[config.mk]
export PLATFORM = sky130hd
export DESIGN_NAME = usb_protocol
export DESIGN_NICKNAME = d
export VERILOG_FILES = /design/src/rtl/usb_protocol.sv
export SDC_FILE = /design/constraint.sdc
export NUM_CORES = 1
export LEC_CHECK = 0
export BUFFER_PORTS_ARGS = -buffer_cell sky130_fd_sc_hd__buf_2
export CORE_AREA = 5 5 169 171
export CTS_CLUSTER_DIAMETER = 150
export DETAILED_ROUTE_END_ITERATION = 7
export DIE_AREA = 0 0 174 176
export GPL_TIMING_DRIVEN = 0
export SYNTH_ARGS = -nofsm -noshare
export SYNTH_HDL_FRONTEND = slang
export SYNTH_SLANG_ARGS = --single-unit
export TNS_END_PERCENT = 1
[constraint.sdc]
create_clock -name clk -period 4.6 [get_ports clk]
set_input_delay 0.92 -clock clk [delete_from_list [all_inputs] [get_ports clk]]
set_output_delay 0.92 -clock clk [all_outputs]
set_load 0.02 [all_outputs]
[src/rtl/usb_protocol.sv]
// USB host transaction engine: sequences TOKEN/DATA/handshake packets with timeout and retry.
// Optional DATA0/DATA1 toggling on OUT transfers is enabled by defining USB_DATA_TOGGLE_EN.
module usb_protocol #(
    parameter logic [7:0] TIMEOUT_CYC = 8'd200,
    parameter logic [3:0] MAX_RETRY   = 4'd8
) (
    input  logic        clk,
    input  logic        rst_L,
    input  logic        input_ready,
    input  logic        send_in,
    input  logic [6:0]  addr,
    input  logic [3:0]  endp,
    input  logic [63:0] data_down_pro,
    input  logic        tx_done,
    input  logic        rx_valid,
    input  logic [3:0]  rx_pid,
    input  logic [63:0] rx_data,
    input  logic        rx_err,
    output logic        free,
    output logic        bad,
    output logic        recv_ready_pro,
    output logic [63:0] data_up_pro,
    output logic        tx_start,
    output logic [3:0]  tx_pid,
    output logic [6:0]  tx_addr,
    output logic [3:0]  tx_endp,
    output logic [63:0] tx_data
);

    localparam logic [3:0] PID_OUT   = 4'b0001;
    localparam logic [3:0] PID_IN    = 4'b1001;
    localparam logic [3:0] PID_DATA0 = 4'b0011;
    localparam logic [3:0] PID_DATA1 = 4'b1011;
    localparam logic [3:0] PID_ACK   = 4'b0010;
    localparam logic [3:0] PID_NAK   = 4'b1010;

    typedef enum logic [2:0] {
        IDLE, TOKEN, DATA_TX, WAIT_HS, WAIT_DATA, HS_TX, FAIL
    } state_t;

    state_t      state, state_nxt;

    logic        send_q;
    logic [6:0]  addr_q;
    logic [3:0]  endp_q;
    logic [63:0] data_q;

    logic [3:0]  retry_cnt;
    logic [7:0]  timer;
    logic        hs_ack, hs_ack_nxt;

    logic        retry, capture, out_acked, in_done, timeout;
    logic        launch, in_wait, enter_wait;
    logic [3:0]  pid_nxt, data_pid;
    logic        send_nxt;
    logic [6:0]  addr_nxt;
    logic [3:0]  endp_nxt;

`ifdef USB_DATA_TOGGLE_EN
    logic toggle;

    always_ff @(posedge clk or negedge rst_L) begin
        if (!rst_L)
            toggle <= 1'b0;
        else if (out_acked)
            toggle <= ~toggle;
    end

    assign data_pid = toggle ? PID_DATA1 : PID_DATA0;
`else
    assign data_pid = PID_DATA0;
`endif

    // The counter reads 0 in the first wait cycle, so a wait state lasts TIMEOUT_CYC+1 cycles.
    assign timeout = (timer == TIMEOUT_CYC);
    assign in_wait = (state == WAIT_HS) || (state == WAIT_DATA);

    always_comb begin
        state_nxt  = state;
        retry      = 1'b0;
        hs_ack_nxt = hs_ack;
        capture    = 1'b0;
        out_acked  = 1'b0;
        in_done    = 1'b0;
        case (state)
            IDLE: begin
                if (input_ready)
                    state_nxt = TOKEN;
            end
            TOKEN: begin
                if (tx_done)
                    state_nxt = send_q ? WAIT_DATA : DATA_TX;
            end
            DATA_TX: begin
                if (tx_done)
                    state_nxt = WAIT_HS;
            end
            WAIT_HS: begin
                if (rx_valid) begin
                    if (!rx_err && rx_pid == PID_ACK) begin
                        state_nxt = IDLE;
                        out_acked = 1'b1;
                    end else begin
                        retry = 1'b1;
                    end
                end else if (timeout) begin
                    retry = 1'b1;
                end
            end
            WAIT_DATA: begin
                if (rx_valid) begin
                    if (rx_err) begin
                        state_nxt  = HS_TX;
                        hs_ack_nxt = 1'b0;
                    end else if (rx_pid == PID_DATA0 || rx_pid == PID_DATA1) begin
                        state_nxt  = HS_TX;
                        hs_ack_nxt = 1'b1;
                        capture    = 1'b1;
                    end else begin
                        retry = 1'b1;
                    end
                end else if (timeout) begin
                    retry = 1'b1;
                end
            end
            HS_TX: begin
                if (tx_done) begin
                    if (hs_ack) begin
                        state_nxt = IDLE;
                        in_done   = 1'b1;
                    end else begin
                        retry = 1'b1;
                    end
                end
            end
            FAIL:    state_nxt = IDLE;
            default: state_nxt = IDLE;
        endcase
        if (retry)
            state_nxt = (retry_cnt + 4'd1 == MAX_RETRY) ? FAIL : TOKEN;
    end

    // Packet launch: fires on entry to any transmitting state, using the request as it will be latched.
    always_comb begin
        send_nxt   = (state == IDLE) ? send_in : send_q;
        addr_nxt   = (state == IDLE) ? addr    : addr_q;
        endp_nxt   = (state == IDLE) ? endp    : endp_q;
        launch     = (state_nxt != state) &&
                     (state_nxt == TOKEN || state_nxt == DATA_TX || state_nxt == HS_TX);
        enter_wait = (state_nxt != state) &&
                     (state_nxt == WAIT_HS || state_nxt == WAIT_DATA);
        pid_nxt    = 4'b0000;
        case (state_nxt)
            TOKEN:   pid_nxt = send_nxt ? PID_IN : PID_OUT;
            DATA_TX: pid_nxt = data_pid;
            HS_TX:   pid_nxt = hs_ack_nxt ? PID_ACK : PID_NAK;
            default: pid_nxt = 4'b0000;
        endcase
    end

    always_ff @(posedge clk or negedge rst_L) begin
        if (!rst_L) begin
            state          <= IDLE;
            retry_cnt      <= 4'd0;
            timer          <= 8'd0;
            hs_ack         <= 1'b0;
            recv_ready_pro <= 1'b0;
            data_up_pro    <= 64'd0;
            tx_start       <= 1'b0;
            tx_pid         <= 4'd0;
            tx_addr        <= 7'd0;
            tx_endp        <= 4'd0;
            tx_data        <= 64'd0;
        end else begin
            state          <= state_nxt;
            hs_ack         <= hs_ack_nxt;
            recv_ready_pro <= in_done;
            tx_start       <= launch;

            if (state == IDLE && input_ready)
                retry_cnt <= 4'd0;
            else if (retry)
                retry_cnt <= retry_cnt + 4'd1;

            if (enter_wait)
                timer <= 8'd0;
            else if (in_wait)
                timer <= timer + 8'd1;

            if (capture)
                data_up_pro <= rx_data;

            if (launch) begin
                tx_pid  <= pid_nxt;
                tx_addr <= addr_nxt;
                tx_endp <= endp_nxt;
                tx_data <= (state_nxt == DATA_TX) ? data_q : 64'd0;
            end
        end
    end

    // Request is captured only in IDLE and held through all retries.
    always_ff @(posedge clk) begin
        if (state == IDLE && input_ready) begin
            send_q <= send_in;
            addr_q <= addr;
            endp_q <= endp;
            data_q <= data_down_pro;
        end
    end

    assign free = (state == IDLE);
    assign bad  = (state == FAIL);

endmodule

==> reports/results.ini, run 1 <==
[global_routing]
track_usage_pct=15.2
antenna_found_initial=0
first_global_vias=6558
overflow=0
grt_max_degree=99
grt_pass1_wl_mm=37.8

[worst_setup_path]
worstSetupEndpointType=output port
crit_type=reg2out
critPathArrivalTime_ns=2.80
r2r_start=state[2]
cp_num_buf_inv=3
startpoint_type=flip-flop
cp_cell_sequence=buf_1 > nor3_1 > clkbuf_1 > buf_2
critical_path.max_fanout=10
reg2reg_to=data_q[26]
crit_family=buffers and inverters
slowest_stage=nor3_1
cp.depth=4
critical_path_required_ns=3.68
critical_path.max_stage_delay_ns=0.77
r2r_slack_ns=1.25
reg2reg_depth=6

[final_layout]
regArea_um2=6290
syn_to_final_growth_pct=30.7
drive_gt1_share_pct=46.2
fillers=2482
final_nets=1099
multi_input_area_um2=2810

[power]
clock_power_share_pct=26.4
seqPwrFrac_pct=38.7
p_leak_nw=5.76
p_switching_w=0.00290
powerDensity_nw_per_um2=651
internal_power_w=0.00500
switching_share_pct=36.7
finalPower_w=0.00789
ir_worst_vdd_mv=0.405
share_comb_of_total_power_pct=34.9

[clock_network]
clkLatencyLatePin_ns=0.54
cts_root_buf=clkbuf_16
clock_sinks=236
cts_buffers=27
cts.clk_slew.worst_paths_ns=0.06
cts_tree=done
htreeDepth=1
cts.repair.resized=0
cts_setup_buffers=0
cts_max_path_buffers=3
cts-hold-fix-buffers=0

[synth]
synth-seq-cells=236
synth_edf_count=76
synth_fp_nets=773
ys.flop_type=dfrtp_1
yosys_warnings=0
yosysSeqAreaShare_pct=67.7
synth_top_area_cell=dfrtp_1
ys_async_sr_fraction_pct=67.8
synth_top_cells_by_area=dfrtp_1, edfxtp_1, mux2_2
syn_area_um2=9280
synth_top_area_share_pct=43.1
ys_types=54
syn_inst=620
syn_avg_cell_area_um2=15.0

[placed_design]
pre_cts_slack_ns=0.951
place_congestion=0.762
place_hpwl_mm=17.4
portBuffers=295

[routing]
wl_per_cell_um=18.4
wirelength_mm=24.1
first_pass_iters=4
via_per_inst=4.75
drcViolationCount=0
drtAntennaViolNets=0
vias=6217
drt_iter0_drc=255

[die]
chipWidth_um=174
rows=60
initial_core_util_pct=34.7
die_h_um=176
num_io_pins=297
coreArea_um2=26700
dieArea_um2=30600

[status]
outcome=finished clean

[timing]
max-slew-margin-rel_pct=38.9
min_period_over_period_pct=80.9
finalSetupViolCount=0
worst_pin_slew_ns=0.909
rsz0062_at_grt=false
report.final.slew_viol_count=0
fin_skew_ns=0.0194
fin_crit_ns=3.72
tns_ns=0
fin_ws_ns=0.879
hold_viol_final=0
max_freq_mhz=269

[worst_hold_path]
min_path_type=in2async

[flow_run]
max_cap_viol_count=0

-- cells in the mapped netlist (2+ instances only) --
cell	instances
o32ai_1	2
o21ai_0	7
dfrtp_1	160
nor2_1	9
nand3_1	6
nand2b_1	5
a21o_1	5
mux2i_1	65
mux2_4	8
o211ai_1	4
inv_1	8
buf_2	9
mux2_1	3
clkbuf_1	20
buf_4	2
and3b_1	2
xnor2_1	3
buf_1	2
nor3b_1	2
a21oi_1	82
nor3_1	4
and3_1	2
edfxtp_1	76
ha_1	3
xor2_1	6
and4b_1	2
nor2b_1	4
nand4_1	4
nand2_1	11
mux2_2	76
a31oi_1	5
-- worst max-delay path by stage --
stage / end / start / slack (ns)
detailed placement: tx_data[23] / rx_err / 0.95
CTS: free / state[2] / 0.75
floorplan: addr_q[0] / state[0] / 0.91
global placement: data_q[30] / state[2] / -0.63
global route: free / state[2] / 0.62
finish: free / state[2] / 0.88
-- state kept, by name (all words and copies together) (netlist names), 3 cells and up --
register,flops
data_q,64
data_up_pro,64
tx_data,64
timer,8
addr_q,7
tx_addr,7
endp_q,4
retry_cnt,4
tx_endp,4
state,3
tx_pid,3
-- power groups by stage --
stage               Combinational [W]  Sequential (W)  Clock, W
global placement              0.00275         0.00310         0
global route                  0.00300         0.00313   0.00224
detailed placement            0.00280         0.00309         0
CTS                           0.00281         0.00306   0.00215
finish                        0.00275         0.00306   0.00208
floorplan                     0.00129         0.00356         0
-- kinds of logic after synthesis --
group | count (synthesis) | synth area share (%)
buffers and inverters | 43 | 2.02
xor gates and xnor gates | 9 | 0.849
and+or+nand+nor | 57 | 3.60
adders and majority gates | 3 | 0.405
muxes | 152 | 17.9
other | 1 | 0.0404
AOI/OAI and AO/OA | 119 | 7.46
DFF | 236 | 67.7
-- area by class of cell --
type                       instances  share of cell area, %
timing repair buffer             297                   12.7
tap                              341                   3.52
multi-input combinational        341                   23.1
clock inverter                     7                  0.516
clock buffer                      43                   6.72
buffer                            34                   1.27
inverter                           9                  0.299
sequential                       236                   51.8
antenna                            1                 0.0206
-- placed cells by master (no fill, tap or decap), types with 6 or more instances in the layout --
| cell type | Yosys | final |
|---|---|---|
| nand3_1 | 6 | 6 |
| o21ai_0 | 7 | 7 |
| clkbuf_1 | 20 | 28 |
| edfxtp_1 | 76 | 76 |
| buf_2 | 9 | 303 |
| a21oi_1 | 82 | 82 |
| nand2_1 | 11 | 11 |
| mux2_4 | 8 | 8 |
| clkbuf_8 | 0 | 8 |
| nor2_1 | 9 | 9 |
| inv_1 | 8 | 7 |
| mux2i_1 | 65 | 65 |
| xor2_1 | 6 | 6 |
| dfrtp_1 | 160 | 160 |
| clkbuf_16 | 0 | 27 |
| mux2_2 | 76 | 76 |
-- per-stage QoR --
| stage | area (um^2) | utilization, % | hold slack (ns) | instances |
|---|---|---|---|---|
| floorplan | 9280 | - | 0.494 | 620 |
| global placement | 11200 | 41.8 | 0.471 | 1256 |
| detailed placement | 11300 | 42.1 | 0.484 | 1258 |
| CTS | 12100 | 45.4 | 0.332 | 1308 |
| global route | 12100 | 45.4 | 0.349 | 1308 |
| finish | 12100 | 45.4 | 0.317 | 1309 |
-- per-layer routing --
layer / share of wire (%) / vias to the layer above / global-route usage, %
li1: - / 2940 / -
met1: 41 / 3067 / 19.5
met2: 50 / 170 / 26.0
met3: 5.8 / 40 / 3.45
met4: 2.7 / 0 / 4.29
met5: 0 / - / 0
No activity file was read; power rests on OpenSTA's default activity.
==> inputs of run 2 (changes only) <==
==> constraint.sdc (replaced) <==
create_clock -name clk -period 3.2 [get_ports clk]
set_input_delay 0.64 -clock clk [delete_from_list [all_inputs] [get_ports clk]]
set_output_delay 0.64 -clock clk [all_outputs]
set_load 0.02 [all_outputs]
==> run 2 against run 1 <==
  * Final cell count rose by 0.15%
  * Via count up 0.11%
  * Critical path depth grew 3
  * Clock skew shrank 0.0093 ns
  * Utilization is essentially flat
  * Non-clock buffer count unchanged
  * Setup slack got worse by 0.80 ns
  * Total power is 43% higher
  * Critical endpoint is now data_q[54]
  * Highest routed layer is now met5
==> reports/results.ini, run 2 (synthesis gave the netlist of run 1 again) <==
[clock_network]
cts_tree=done
cts_max_path_buffers=3  ; unchanged
clock_sinks=236  ; unchanged
cts.clk_slew.worst_paths_ns=0.06  ; about the same
htreeDepth=1  ; unchanged
cts_setup_buffers=0  ; unchanged
cts_root_buf=clkbuf_16
cts_buffers=27  ; unchanged
clkLatencyLatePin_ns=0.52  ; -0.02 ns
cts-hold-fix-buffers=0  ; unchanged

[routing]
drt_iter0_drc=234  ; -8.2%
drcViolationCount=0  ; unchanged
via_per_inst=4.75  ; about the same
vias=6224  ; +0.11%
first_pass_iters=4  ; unchanged
wl_per_cell_um=18.1  ; -1.5%
drtAntennaViolNets=0  ; unchanged
wirelength_mm=23.7  ; -1.4%

[worst_setup_path]
critical_path.max_fanout=24  ; +14
reg2reg_depth=7  ; +1
worstSetupEndpointType=flip-flop
r2r_slack_ns=0.08  ; -1.17 ns
startpoint_type=flip-flop
critPathArrivalTime_ns=3.34  ; +0.54 ns
reg2reg_to=data_q[54]
cp-startpoint=state[2]
r2r_start=state[2]
critical_path_required_ns=3.42  ; -0.26 ns
crit_type=reg2reg

[worst_hold_path]
min_path_type=in2async

[die]
initial_core_util_pct=34.7  ; unchanged
die_h_um=176  ; unchanged
coreArea_um2=26700  ; unchanged
chipWidth_um=174  ; unchanged
dieArea_um2=30600  ; unchanged
rows=60  ; unchanged
num_io_pins=297  ; unchanged

[placed_design]
pre_cts_slack_ns=-0.374  ; -1.33 ns
place_hpwl_mm=17.2  ; -0.93%
place_congestion=0.841  ; +10%
portBuffers=295  ; unchanged
dp.cells=1259  ; +0.079%
placedInstanceArea_um2=11300  ; +0.12%

[global_routing]
grt_max_degree=92  ; -7.1%
antenna_found_initial=5  ; +5
first_global_vias=6503  ; -0.84%
track_usage_pct=15.0  ; -0.26 points
overflow=0  ; unchanged
grt_pass1_wl_mm=37.2  ; -1.7%

[final_layout]
layout_commonest_cell=buf_2
reg_top3=data_q x64, data_up_pro x64, tx_data x64
final_nets=1100  ; +0.091%
final_cell_mix=buf_2, dfrtp_1, a21oi_1
syn_to_final_growth_pct=30.8  ; about the same
fillers=2463  ; -0.77%
final_cell_count_no_fill=1311  ; +0.15%
stdcell_area_um2=12100  ; about the same
drive_gt1_share_pct=46.8  ; +0.57 points
post-route-util_pct=45.4  ; about the same

[timing]
hold_viol_final=0  ; unchanged
worst_pin_slew_ns=0.808  ; -0.101 ns
finalSetupViolCount=0  ; unchanged
fin_crit_ns=3.12
report.final.slew_viol_count=0  ; unchanged
max-slew-margin-rel_pct=45.8  ; +6.9 points
min_period_over_period_pct=97.4
rsz0062_at_grt=true
fin_skew_ns=0.0100  ; -0.00934 ns
fin_ws_ns=0.0822  ; -0.797 ns
max_freq_mhz=321

[power]
ir_worst_vdd_mv=0.458  ; +13%
powerDensity_nw_per_um2=931  ; +43%
p_leak_nw=5.76  ; -0.12%

[flow_run]
max_cap_viol_count=0  ; unchanged

[status]
outcome=finished clean

[run 2: repair_timing]
| item | 4_1_cts | 5_1_grt |
|---|---|---|
| gates cloned | 1 | 0 |
| setup endpoints to repair | 47 | 74 |
| gates resized for setup | 1 | 0 |
[run 2: worst max path at each step]
stage | to | slack [ns]
after detailed placement | data_q[37] | -0.37
after global placement | tx_data[37] | -1.25
after floorplan | addr_q[0] | 0.20
after CTS | data_q[35] | 0.05
final | data_q[54] | 0.08
after global routing | data_q[34] | -0.15
[run 2: critical path, cell delays in order, from the launching register on]
cell and delay, ns:
dfrtp_1 0.42, buf_1 0.27, nor3_2 0.41, clkbuf_1 0.51, nand2_1 0.31, clkinvlp_4 0.41
buf_12 0.24, buf_12 0.20
[run 2: report_power, final]
group	leakage (nW)	internal, W	switching, W
logic	2.47	0.00146	0.00249
registers	2.86	0.00398	0.000420
clock network	0.421	0.00173	0.00123
total	5.76	0.00717	0.00414
[run 2: cell type report]
class | count | area [um^2] | share of cell area, %
Clock buffer | 29 | 693 | 5.71
Inverter | 9 | 37.5 | 0.309
Buffer | 33 | 150 | 1.24
Tap cell | 341 | 427 | 3.51
Timing Repair Buffer | 298 | 1550 | 12.8
Clock inverter | 21 | 171 | 1.41
Multi-Input combinational cell | 341 | 2810 | 23.2
Timing Repair inverter | 1 | 5.00 | 0.0412
Antenna cell | 2 | 5.00 | 0.0412
Sequential cell | 236 | 6290 | 51.8
[run 2: metal layers]
metal  global-route usage, %  wire, um
met2                    25.1     11700
met5                       0        34
met3                    3.88      1520
met4                    4.19       541
met1                    19.3      9910
[run 2: through the flow]
stage / hold slack (ns) / setup TNS, ns / power [W]
after floorplan: 0.344 / 0 / 0.00697
after global placement: 0.471 / -263.06 / 0.00838
after detailed placement: 0.481 / -18.10 / 0.00845
after CTS: 0.0872 / 0 / 0.0115
after global routing: 0.100 / -3.40 / 0.0120
final: 0.0754 / 0 / 0.0113
==> inputs of run 3 (changes only) <==
--- a/config.mk
+++ b/config.mk
@@ -5,11 +5,12 @@
 export SDC_FILE = /design/constraint.sdc
 export NUM_CORES = 1
 export LEC_CHECK = 0
+export ABC_AREA = 1
 export BUFFER_PORTS_ARGS = -buffer_cell sky130_fd_sc_hd__buf_2
-export CORE_AREA = 5 5 169 171
+export CORE_AREA = 5 5 167 169
 export CTS_CLUSTER_DIAMETER = 150
 export DETAILED_ROUTE_END_ITERATION = 7
-export DIE_AREA = 0 0 174 176
+export DIE_AREA = 0 0 172 174
 export GPL_TIMING_DRIVEN = 0
 export SYNTH_ARGS = -nofsm -noshare
 export SYNTH_HDL_FRONTEND = slang
==> run 3 against run 2 <==
  * First-iteration DRC count rose by 8.5%
  * Utilization fell by 0.52 points
  * Cell area fell by 2.2%
  * Total power rose by 2.0%
  * Critical endpoint is now free
  * Fmax rose by 6.1%
  * Combinational power rose by 5%
  * Via count barely moved
  * Synthesized area fell by 3.2%
  * Flip-flop and latch count did not move
  * Worst hold slack got worse by 0.021 ns
  * Final cell count rose by 11%
  * Wire length fell by 8.8%
==> reports/results.ini, run 3 <==
[synth]
yosys_warnings=0  ; unchanged
synthAdderAreaFrac_pct=0.418  ; +0.014 points
synth_top_area_share_pct=44.6  ; +1.4 points
synth_top_cells_by_area=dfrtp_1, edfxtp_1, nand2_1
synth_mux_area_share_pct=8.03  ; -9.9 points
ys_types=30  ; -44%
synth-seq-cells=236  ; unchanged
synth-compound-area-share_pct=0.711  ; -6.7 points
syn_area_um2=8980  ; -3.2%
synth_top_area_cell=dfrtp_1
synth_xor_area_share_pct=0.683  ; -0.17 points
yosys.area_share.simple_pct=17.3  ; +14 points
yosysSeqAreaShare_pct=70.0  ; +2.3 points
ys_async_sr_fraction_pct=67.8  ; unchanged
ys_top_cells_by_count=nand2_1, dfrtp_1, edfxtp_1, mux2_2, nand3_1
synth_most_common_cell=nand2_1
synth_edf_count=76  ; unchanged
syn_inst=761  ; +23%
syn_avg_cell_area_um2=11.8  ; -21%
synth_fp_nets=914  ; +18%
synth_top_family_by_area=simple AND/OR/NAND/NOR gates
ys.flop_type=dfrtp_1

[timing]
fin_skew_ns=0.0150  ; +0.00492 ns
max_freq_mhz=340  ; +6.1%
min_period_over_period_pct=91.8  ; -5.6 points
report.final.slew_viol_count=0  ; unchanged
rsz0062_at_grt=false
max-slew-margin-rel_pct=49.5  ; +3.6 points
hold_viol_final=0  ; unchanged
holdWs_ns=0.0543  ; -0.0211 ns
fin_crit_ns=2.94  ; -0.180 ns
finalSetupViolCount=0  ; unchanged
worst_pin_slew_ns=0.758  ; -0.0502 ns

[clock_network]
cts.clk_slew.worst_paths_ns=0.06  ; about the same
cts_setup_buffers=0  ; unchanged
cts_max_path_buffers=3  ; unchanged
clock_sinks=236  ; unchanged
htreeDepth=1  ; unchanged
cts_buffers=27  ; unchanged
cts_root_buf=clkbuf_16
clkLatencyLatePin_ns=0.53  ; about the same
cts.repair.resized=0  ; -1
cts-hold-fix-buffers=0  ; unchanged
cts_tree=done

[global_routing]
grt_pass1_wl_mm=33.7  ; -9.2%
first_global_vias=6190  ; -4.8%
overflow=0  ; unchanged
antenna_found_initial=4  ; -1
track_usage_pct=13.9  ; -1.1 points
grt_max_degree=90  ; -2.2%

[power]
finalPower_w=0.0115  ; +2.0%
powerDensity_nw_per_um2=972  ; +4.3%
p_leak_nw=6.35  ; +10%
ir_worst_vdd_mv=0.491  ; +7.3%

[worst_setup_path]
r2r_start=state[1]
worstSetupEndpointType=output port
r2r_slack_ns=0.75  ; +0.67 ns
startpoint_type=flip-flop
reg2reg_to=tx_data[45]
reg2reg_depth=14  ; +7
critPathArrivalTime_ns=2.30  ; -1.04 ns
critical_path_required_ns=2.56  ; -0.86 ns
critical_path.max_fanout=10  ; -58%
crit_type=reg2out

[routing]
via_per_inst=4.30  ; -9.5%
drtAntennaViolNets=0  ; unchanged
wirelength_mm=21.6  ; -8.8%
vias=6225  ; +0.016%
drcViolationCount=0  ; unchanged
first_pass_iters=4  ; unchanged
drt_iter0_drc=254  ; +8.5%
wl_per_cell_um=14.9  ; -18%

[die]
chipWidth_um=172  ; -1.1%
initial_core_util_pct=34.0  ; -0.74 points
coreArea_um2=26400  ; -1.1%
rows=60  ; unchanged
die_h_um=174  ; -1.1%
num_io_pins=297  ; unchanged
dieArea_um2=29900  ; -2.3%

[final_layout]
drive_gt1_share_pct=39.2  ; -7.6 points
final_cell_mix=buf_2, nand2_1, dfrtp_1
layout_commonest_cell=buf_2
reg_top3=data_q x64, data_up_pro x64, tx_data x64
syn_to_final_growth_pct=32.2
final_nets=1240  ; +13%

[placed_design]
place_hpwl_mm=15.9  ; -7.7%
portBuffers=295  ; unchanged
place_congestion=0.811  ; -3.6%

[worst_hold_path]
min_path_type=in2async

[status]
outcome=finished clean

[flow_run]
max_cap_viol_count=0  ; unchanged

-- run 3: cell count changes after synthesis, moves of 5 or more --
cell      previous run  this run
inv_1                8        28
mux2_2              76        64
mux2i_1             65         0
a21o_1               5         0
a21oi_1             82         3
clkbuf_1            20        11
a31oi_1              5         0
mux2_4               8         0
nand2b_1             5         0
nand2_1             11       301
nor2_1               9        27
nand3_1              6        35
-- run 3: worst max-delay path: stages, from the launching register on --
cell and delay (ns):
dfrtp_1 0.46, nor2_1 0.23, inv_1 0.06, nor2_1 0.32
clkbuf_1 0.43, buf_2 0.27
-- run 3: power breakdown --
part,leakage [nW],total [W],internal (W),switching [W]
Clock,0.450,0.00312,0.00193,0.00119
Combinational,3.06,0.00414,0.00136,0.00278
Sequential,2.85,0.00427,0.00393,0.000346
Total,6.35,0.0115,0.00721,0.00432
-- run 3: final cells by class --
class                      count  area, um^2
inverter                      30         115
clock inverter                 9         131
timing repair buffer         297        1540
buffer                        27         144
antenna                        2        5.00
fill                        2509       14600
multi-input combinational    468        2440
clock buffer                  39         781
tap                          341         427
sequential                   236        6290
-- run 3: cell families after synthesis --
family,after synthesis
buf+inv,57
fa+ha+maj,3
other cells,1
mux,64
xor+xnor,7
flops,236
simple gates,382
compound gates,11
-- run 3: worst max-delay path by stage --
stage | startpoint | endpoint | slack, ns
floorplan | input_ready | addr_q[0] | 0.47
global placement | rst_L | tx_data[27] | -1.10
detailed placement | rx_valid | data_up_pro[42] | 0.63
CTS | state[1] | free | 0.15
global route | state[1] | free | 0.07
finish | state[1] | free | 0.26
-- run 3: per-stage QoR --
stage,utilization [%],setup WS [ns],area (um^2),TNS [ns],cells
final,44.9,0.262,11900,0,1449
after global routing,44.9,0.0673,11900,0,1449
after CTS,44.9,0.152,11900,0,1447
after global placement,41.2,-1.10,10900,-213.97,1397
after floorplan,-,0.472,8980,0,761
after detailed placement,41.4,0.628,11000,0,1399
-- run 3: layer usage --
metal / track usage [%] / vias to the layer above / share of wire, %
met4: 3.67 / 4 / 2.9
met5: 0 / - / 0.12
met2: 23.2 / 235 / 46
li1: - / 3120 / -
met1: 17.0 / 2827 / 39
met3: 5.09 / 39 / 11
